===== src/rtl/std_mem_arbiter_if.sv =====
// Memory-port handshake bundle shared by requesters, arbiter and memory.
// 'out' drives a transfer, 'in' receives it; master/slave are aliases of the same views.
interface std_mem_intf #(
  parameter int ADDR_W = 8,
  parameter int DATA_W = 16
);
  logic              valid;
  logic              ready;
  logic              read_enable;
  logic              write_enable;
  logic [ADDR_W-1:0] addr;
  logic [DATA_W-1:0] data;

  modport in     (input  valid, read_enable, write_enable, addr, data, output ready);
  modport out    (output valid, read_enable, write_enable, addr, data, input  ready);
  modport slave  (input  valid, read_enable, write_enable, addr, data, output ready);
  modport master (output valid, read_enable, write_enable, addr, data, input  ready);
endinterface


===== src/rtl/std_mem_arbiter.sv =====
// Two-requester round-robin arbiter onto one in-order memory port; an ID FIFO
// remembers which requester issued each outstanding read so results route back untagged.
module std_mem_arbiter #(
  parameter int ID_DEPTH = 4
) (
  input logic     clk,
  input logic     rst,
  std_mem_intf.in  command0,
  std_mem_intf.in  command1,
  std_mem_intf.out result0,
  std_mem_intf.out result1,
  std_mem_intf.out mem_command,
  std_mem_intf.in  mem_result
);

  localparam int              PTR_W      = $clog2(ID_DEPTH);
  localparam logic [PTR_W:0]  FULL_COUNT = (PTR_W + 1)'(ID_DEPTH);

  if (ID_DEPTH < 2 || (ID_DEPTH & (ID_DEPTH - 1)) != 0) begin : g_bad_depth
    $error("std_mem_arbiter: ID_DEPTH must be a power of two >= 2");
  end

  if ($bits(command0.addr) != $bits(mem_command.addr) ||
      $bits(command1.addr) != $bits(mem_command.addr) ||
      $bits(command0.data) != $bits(mem_command.data) ||
      $bits(command1.data) != $bits(mem_command.data) ||
      $bits(result0.data)  != $bits(mem_command.data) ||
      $bits(result1.data)  != $bits(mem_command.data) ||
      $bits(mem_result.data) != $bits(mem_command.data)) begin : g_static_match_mem
    $error("STATIC_MATCH_MEM: all std_mem_intf ports must share addr/data widths");
  end

  typedef enum logic {REQ0 = 1'b0, REQ1 = 1'b1} req_e;

  req_e             prio;
  logic             locked;
  req_e             lock_id;
  logic [PTR_W-1:0] wr_ptr;
  logic [PTR_W-1:0] rd_ptr;
  logic [PTR_W:0]   count;
  logic [ID_DEPTH-1:0] id_mem;

  logic full, empty;
  logic elig0, elig1;
  req_e grant;
  req_e head;
  logic cmd_valid, accept, push, pop;

  // NOTE: every always_comb output gets a default first so no path leaves it unassigned (no latch).
  always_comb begin
    full  = (count == FULL_COUNT);
    empty = (count == '0);
    elig0 = command0.valid && (!command0.read_enable || !full);
    elig1 = command1.valid && (!command1.read_enable || !full);

    grant = REQ0;
    if (locked)              grant = lock_id;
    else if (elig0 && elig1) grant = prio;
    else if (elig1)          grant = REQ1;

    // A locked requester stays eligible: nothing can be pushed while it waits.
    cmd_valid = rst && ((grant == REQ1) ? elig1 : elig0);
    accept    = cmd_valid && mem_command.ready;
    push      = accept && mem_command.read_enable;

    head = req_e'(id_mem[rd_ptr]);
    pop  = mem_result.valid && mem_result.ready && !empty;
  end

  assign mem_command.valid        = cmd_valid;
  assign mem_command.read_enable  = (grant == REQ1) ? command1.read_enable  : command0.read_enable;
  assign mem_command.write_enable = (grant == REQ1) ? command1.write_enable : command0.write_enable;
  assign mem_command.addr         = (grant == REQ1) ? command1.addr         : command0.addr;
  assign mem_command.data         = (grant == REQ1) ? command1.data         : command0.data;

  assign command0.ready = accept && (grant == REQ0);
  assign command1.ready = accept && (grant == REQ1);

  // An empty FIFO means the beat belongs to nobody (e.g. issued before reset): swallow it.
  assign mem_result.ready = rst && (empty || ((head == REQ1) ? result1.ready : result0.ready));

  assign result0.valid        = rst && mem_result.valid && !empty && (head == REQ0);
  assign result1.valid        = rst && mem_result.valid && !empty && (head == REQ1);
  assign result0.data         = mem_result.data;
  assign result1.data         = mem_result.data;
  assign result0.read_enable  = 1'b0;
  assign result1.read_enable  = 1'b0;
  assign result0.write_enable = 1'b0;
  assign result1.write_enable = 1'b0;
  assign result0.addr         = '0;
  assign result1.addr         = '0;

  // NOTE: state registers use non-blocking assignments so every flop samples pre-edge values.
  always_ff @(posedge clk or negedge rst) begin
    if (!rst) begin
      prio    <= REQ0;
      locked  <= 1'b0;
      lock_id <= REQ0;
      wr_ptr  <= '0;
      rd_ptr  <= '0;
      count   <= '0;
    end else begin
      locked  <= cmd_valid && !mem_command.ready;
      lock_id <= grant;
      if (accept) prio <= (grant == REQ0) ? REQ1 : REQ0;
      if (push)   wr_ptr <= wr_ptr + PTR_W'(1);
      if (pop)    rd_ptr <= rd_ptr + PTR_W'(1);
      unique case ({push, pop})
        2'b10:   count <= count + (PTR_W + 1)'(1);
        2'b01:   count <= count - (PTR_W + 1)'(1);
        default: count <= count;
      endcase
    end
  end

  // NOTE: ID storage is not reset; an entry is only read after it has been written (count > 0).
  always_ff @(posedge clk) begin
    if (push) id_mem[wr_ptr] <= grant;
  end

endmodule


===== src/flat_wrapper.sv =====
// flat-port wrapper written by rule: the top's interface ports become plain ports
module std_mem_arbiter_flat 
#(
  parameter int ID_DEPTH = 4
)
  (clk, rst, command0_valid, command0_read_enable, command0_write_enable, command0_addr, command0_data, command0_ready, command1_valid, command1_read_enable, command1_write_enable, command1_addr, command1_data, command1_ready, result0_valid, result0_read_enable, result0_write_enable, result0_addr, result0_data, result0_ready, result1_valid, result1_read_enable, result1_write_enable, result1_addr, result1_data, result1_ready, mem_command_valid, mem_command_read_enable, mem_command_write_enable, mem_command_addr, mem_command_data, mem_command_ready, mem_result_valid, mem_result_read_enable, mem_result_write_enable, mem_result_addr, mem_result_data, mem_result_ready);
  std_mem_intf command0_i ();
  std_mem_intf command1_i ();
  std_mem_intf result0_i ();
  std_mem_intf result1_i ();
  std_mem_intf mem_command_i ();
  std_mem_intf mem_result_i ();
  input logic clk;
  input logic rst;
  input wire logic [$bits(command0_i.valid)-1:0] command0_valid;
  input wire logic [$bits(command0_i.read_enable)-1:0] command0_read_enable;
  input wire logic [$bits(command0_i.write_enable)-1:0] command0_write_enable;
  input wire logic [$bits(command0_i.addr)-1:0] command0_addr;
  input wire logic [$bits(command0_i.data)-1:0] command0_data;
  output wire logic [$bits(command0_i.ready)-1:0] command0_ready;
  input wire logic [$bits(command1_i.valid)-1:0] command1_valid;
  input wire logic [$bits(command1_i.read_enable)-1:0] command1_read_enable;
  input wire logic [$bits(command1_i.write_enable)-1:0] command1_write_enable;
  input wire logic [$bits(command1_i.addr)-1:0] command1_addr;
  input wire logic [$bits(command1_i.data)-1:0] command1_data;
  output wire logic [$bits(command1_i.ready)-1:0] command1_ready;
  output wire logic [$bits(result0_i.valid)-1:0] result0_valid;
  output wire logic [$bits(result0_i.read_enable)-1:0] result0_read_enable;
  output wire logic [$bits(result0_i.write_enable)-1:0] result0_write_enable;
  output wire logic [$bits(result0_i.addr)-1:0] result0_addr;
  output wire logic [$bits(result0_i.data)-1:0] result0_data;
  input wire logic [$bits(result0_i.ready)-1:0] result0_ready;
  output wire logic [$bits(result1_i.valid)-1:0] result1_valid;
  output wire logic [$bits(result1_i.read_enable)-1:0] result1_read_enable;
  output wire logic [$bits(result1_i.write_enable)-1:0] result1_write_enable;
  output wire logic [$bits(result1_i.addr)-1:0] result1_addr;
  output wire logic [$bits(result1_i.data)-1:0] result1_data;
  input wire logic [$bits(result1_i.ready)-1:0] result1_ready;
  output wire logic [$bits(mem_command_i.valid)-1:0] mem_command_valid;
  output wire logic [$bits(mem_command_i.read_enable)-1:0] mem_command_read_enable;
  output wire logic [$bits(mem_command_i.write_enable)-1:0] mem_command_write_enable;
  output wire logic [$bits(mem_command_i.addr)-1:0] mem_command_addr;
  output wire logic [$bits(mem_command_i.data)-1:0] mem_command_data;
  input wire logic [$bits(mem_command_i.ready)-1:0] mem_command_ready;
  input wire logic [$bits(mem_result_i.valid)-1:0] mem_result_valid;
  input wire logic [$bits(mem_result_i.read_enable)-1:0] mem_result_read_enable;
  input wire logic [$bits(mem_result_i.write_enable)-1:0] mem_result_write_enable;
  input wire logic [$bits(mem_result_i.addr)-1:0] mem_result_addr;
  input wire logic [$bits(mem_result_i.data)-1:0] mem_result_data;
  output wire logic [$bits(mem_result_i.ready)-1:0] mem_result_ready;
  assign command0_i.valid = command0_valid;
  assign command0_i.read_enable = command0_read_enable;
  assign command0_i.write_enable = command0_write_enable;
  assign command0_i.addr = command0_addr;
  assign command0_i.data = command0_data;
  assign command0_ready = command0_i.ready;
  assign command1_i.valid = command1_valid;
  assign command1_i.read_enable = command1_read_enable;
  assign command1_i.write_enable = command1_write_enable;
  assign command1_i.addr = command1_addr;
  assign command1_i.data = command1_data;
  assign command1_ready = command1_i.ready;
  assign result0_valid = result0_i.valid;
  assign result0_read_enable = result0_i.read_enable;
  assign result0_write_enable = result0_i.write_enable;
  assign result0_addr = result0_i.addr;
  assign result0_data = result0_i.data;
  assign result0_i.ready = result0_ready;
  assign result1_valid = result1_i.valid;
  assign result1_read_enable = result1_i.read_enable;
  assign result1_write_enable = result1_i.write_enable;
  assign result1_addr = result1_i.addr;
  assign result1_data = result1_i.data;
  assign result1_i.ready = result1_ready;
  assign mem_command_valid = mem_command_i.valid;
  assign mem_command_read_enable = mem_command_i.read_enable;
  assign mem_command_write_enable = mem_command_i.write_enable;
  assign mem_command_addr = mem_command_i.addr;
  assign mem_command_data = mem_command_i.data;
  assign mem_command_i.ready = mem_command_ready;
  assign mem_result_i.valid = mem_result_valid;
  assign mem_result_i.read_enable = mem_result_read_enable;
  assign mem_result_i.write_enable = mem_result_write_enable;
  assign mem_result_i.addr = mem_result_addr;
  assign mem_result_i.data = mem_result_data;
  assign mem_result_ready = mem_result_i.ready;
  std_mem_arbiter #(.ID_DEPTH(ID_DEPTH)) u_core (.clk(clk), .rst(rst), .command0(command0_i), .command1(command1_i), .result0(result0_i), .result1(result1_i), .mem_command(mem_command_i), .mem_result(mem_result_i));
endmodule

===== config.mk =====
export PLATFORM = sky130hd
export DESIGN_NAME = std_mem_arbiter_flat
export DESIGN_NICKNAME = d
export VERILOG_FILES = /design/src/rtl/std_mem_arbiter_if.sv /design/src/rtl/std_mem_arbiter.sv /design/src/flat_wrapper.sv
export SDC_FILE = /design/constraint.sdc
export NUM_CORES = 1
export LEC_CHECK = 0
export ABC_AREA = 1
export CELL_PAD_IN_SITES_DETAIL_PLACEMENT = 1
export CELL_PAD_IN_SITES_GLOBAL_PLACEMENT = 2
export CORE_ASPECT_RATIO = 0.8
export CORE_MARGIN = 3
export CORE_UTILIZATION = 28
export DETAILED_ROUTE_END_ITERATION = 6
export DONT_BUFFER_PORTS = 1
export GPL_ROUTABILITY_DRIVEN = 0
export PLACE_DENSITY = 0.85
export SLEW_MARGIN = 25
export SYNTH_ARGS = -nofsm -noshare
export SYNTH_HDL_FRONTEND = slang
export SYNTH_SLANG_ARGS = --single-unit

===== constraint.sdc =====
create_clock -name clk -period 2.6 [get_ports clk]
set_clock_uncertainty 0.05 [all_clocks]
set_input_delay 0.39 -clock clk [delete_from_list [all_inputs] [get_ports clk]]
set_output_delay 0.39 -clock clk [all_outputs]
set_load 0.1 [all_outputs]

==> impl_metrics.env <==
export IMPL_outcome="completed"
export IMPL_power_density_nw_per_um2=1410
export IMPL_highest_layer="met4"
export IMPL_clockRootBuffer="clkbuf_8"
export IMPL_cts_htree_levels=1
export IMPL_cts_buffers=3
export IMPL_start_util=0.304
export IMPL_cp_cell_sequence="nor2_4, nand3_2, nand2_2, nor2_2, nand2_4, nand2_4, buf_4, inv_4, nand2_1, nand2_1, buf_12"
export IMPL_n_antenna_cell=0
export IMPL_postLayoutSetupSlackWorst_ns=0.166
export IMPL_stdcell_area_um2=2050
export IMPL_worstPathRequired_ns=2.16
export IMPL_fp_dieArea_um2=6630
export IMPL_post_route_period_util=0.936
export IMPL_grt_pass1_vias=1361
export IMPL_worstSetupPathType="reg -> out"
export IMPL_reg2reg_depth=15
export IMPL_yosysSeqAreaShare=0.233
export IMPL_crit_slowest_cell="dfrtp_1"
export IMPL_fin_nets=335
export IMPL_die_width_um=90.3
export IMPL_cellLeakagePower_nw=1.08
export IMPL_placed_area_um2=1940
export IMPL_r2r_setup_slack_ns=0.20
export IMPL_drt_initial_drc_count=21
export IMPL_dp_cells=308
export IMPL_ir_drop_v=0.000594
export IMPL_hold_path_class="in -> reg"
export IMPL_grt_pass1_wl_mm=5.91
export IMPL_hpwl_mm=3.31
export IMPL_drc_errors=0
export IMPL_netlist_instances=236
export IMPL_max_cap_violations=0
export IMPL_endpoint="mem_command_data[5]"
export IMPL_cp_startpoint="u_core.count[0]$_DFFE_PN0P_"
export IMPL_grt_max_degree=28
export IMPL_fin_crit_ns=2.43
export IMPL_ys_ff_latch=14
export IMPL_via_count=1301
export IMPL_p_total_mw=2.89
export IMPL_clock_path_buffers=2
export IMPL_layout_drive_gt1_share=0.264
export IMPL_dr_pass1_iters=4
export IMPL_wl_met3_um=372
export IMPL_ys_types=24
export IMPL_clkTransAtPathRegs_ns=0.06
export IMPL_slew_violations=0
export IMPL_finish_utilization=0.391
export IMPL_cp_arrival_ns=1.99
export IMPL_cp_max_fo=27
export IMPL_cp_slowest_stage_delay_ns=0.43
export IMPL_rsz0062_at_grt="false"
export IMPL_crit_path_end_kind="output pin"
export IMPL_fmax_ghz=0.411
export IMPL_grtUsageTotal=0.108
export IMPL_portBuffers=0
export IMPL_final_cell_count_no_fill=317
export IMPL_wl_met1_mm=1.52
export IMPL_tritoncts="yes"
export IMPL_hold_viol_final=0
export IMPL_grt_overflow=0
export IMPL_rows=23
export IMPL_die_height_um=73.4
export IMPL_clock_sinks=14
export IMPL_synth_area_per_cell_um2=6.74
export IMPL_reg2reg_from="u_core.count[0]$_DFFE_PN0P_"
export IMPL_crit_path_start_kind="flip-flop"
export IMPL_finalSetupTns_ns=0
export IMPL_clock_latency_ns=0.24
export IMPL_area_growth_syn_to_layout_pct=28.8
export IMPL_whs_ns=0.157
export IMPL_wl_mm=3.88
export IMPL_met2_length_mm=1.95
export IMPL_wl_per_cell_um=12.2
export IMPL_layout_commonest_cell="nand2_1"
export IMPL_finalSetupViolations=0
export IMPL_r2r_end="u_core.count[2]$_DFFE_PN0P_"
export IMPL_mostFrequentLayoutCells="nand2_1 (98), buf_12 (27), inv_1 (22)"
export IMPL_syn_area_um2=1590
export IMPL_place_ws_ns=0.117
export IMPL_io_pins=170
export IMPL_fp_coreArea_um2=5240
export IMPL_synth_warnings=0
export IMPL_vias_per_cell=4.10
export IMPL_antenna_found_initial=0
export IMPL_ant_nets=0
==> where the power goes <==
group	leakage (nW)	switching, mW	total, mW	internal (mW)
combinational	0.898	1.66	2.34	0.682
sequential	0.158	0.0706	0.377	0.306
clock	0.0231	0.0762	0.181	0.104
==> synth_stat cells (all sizes together) <==
cell | count | share of area
nand2 | 103 | 0.26
buf | 56 | 0.26
inv | 24 | 0.057
nor2 | 12 | 0.047
dfrtp | 10 | 0.16
nand3 | 8 | 0.038
ha | 5 | 0.039
edfxtp | 4 | 0.075
o21ai | 3 | 0.0094
a21oi | 2 | 0.0063
o21bai | 2 | 0.0094
xor2 | 2 | 0.011
a31oi | 1 | 0.0039
conb | 1 | 0.0024
fa | 1 | 0.013
nand3b | 1 | 0.0047
xnor2 | 1 | 0.0055
==> worst min-delay path by stage <==
stage                           start                            to  slack, ns  cells after the start
floorplan                         rst   u_core.count[0]$_DFFE_PN0P_       0.04                      0
global placement                  rst  u_core.rd_ptr[1]$_DFFE_PN0P_       0.04                      0
detailed placement                rst   u_core.count[1]$_DFFE_PN0P_       0.05                      0
CTS                 mem_command_ready       u_core.locked$_DFF_PN0_       0.16                      1
global route        mem_command_ready       u_core.locked$_DFF_PN0_       0.15                      1
finish              mem_command_ready       u_core.locked$_DFF_PN0_       0.16                      1
==> final cells by class <==
class	instances	area (µm²)
clock buffers	3	41.3
clock inverters	1	3.75
fillers	664	3190
inverters	24	95.1
multi-input cells	161	812
flip-flops and latches	14	370
well taps	75	93.8
repair buffers	39	633
==> registers in the layout, indices dropped and copies added (netlist names) <==
name	count
u_core.count	3
u_core.id_mem	4
u_core.lock_id	1
u_core.locked	1
u_core.prio	1
u_core.rd_ptr	2
u_core.wr_ptr	2
==> worst max-delay path, delay by kind of cell (launching register included) <==
kind | cells | cell delay (ns)
AND/OR/NAND/NOR | 8 | 0.73
flip-flops | 1 | 0.43
buffers and inverters | 3 | 0.56
==> timing repair <==
item,in CTS,in global routing
hold buffers,1,0
setup endpoints to repair,4,6
endpoints found under the hold margin,10,0
pin swaps,0,1
buffers inserted,0,4
resized for setup,1,4
cloned,0,0
==> logic make-up (layout without fill, tap and decap cells) <==
family,Yosys count,in the layout,share of synthesized area
flops,14,14,0.233
buf+inv,80,67,0.318
fa+ha+maj,6,6,0.0519
other cells,1,20,0.00236
xor+xnor,3,3,0.0165
simple gates,124,124,0.350
compound gates,8,8,0.0291
==> per-layer routing <==
metal	track usage	vias to the layer above
met2	0.200	77
met1	0.122	575
li1	-	645
met5	0	-
met3	0.0287	4
met4	0.0407	0
Note: power is estimated with default switching activity, not from simulation.
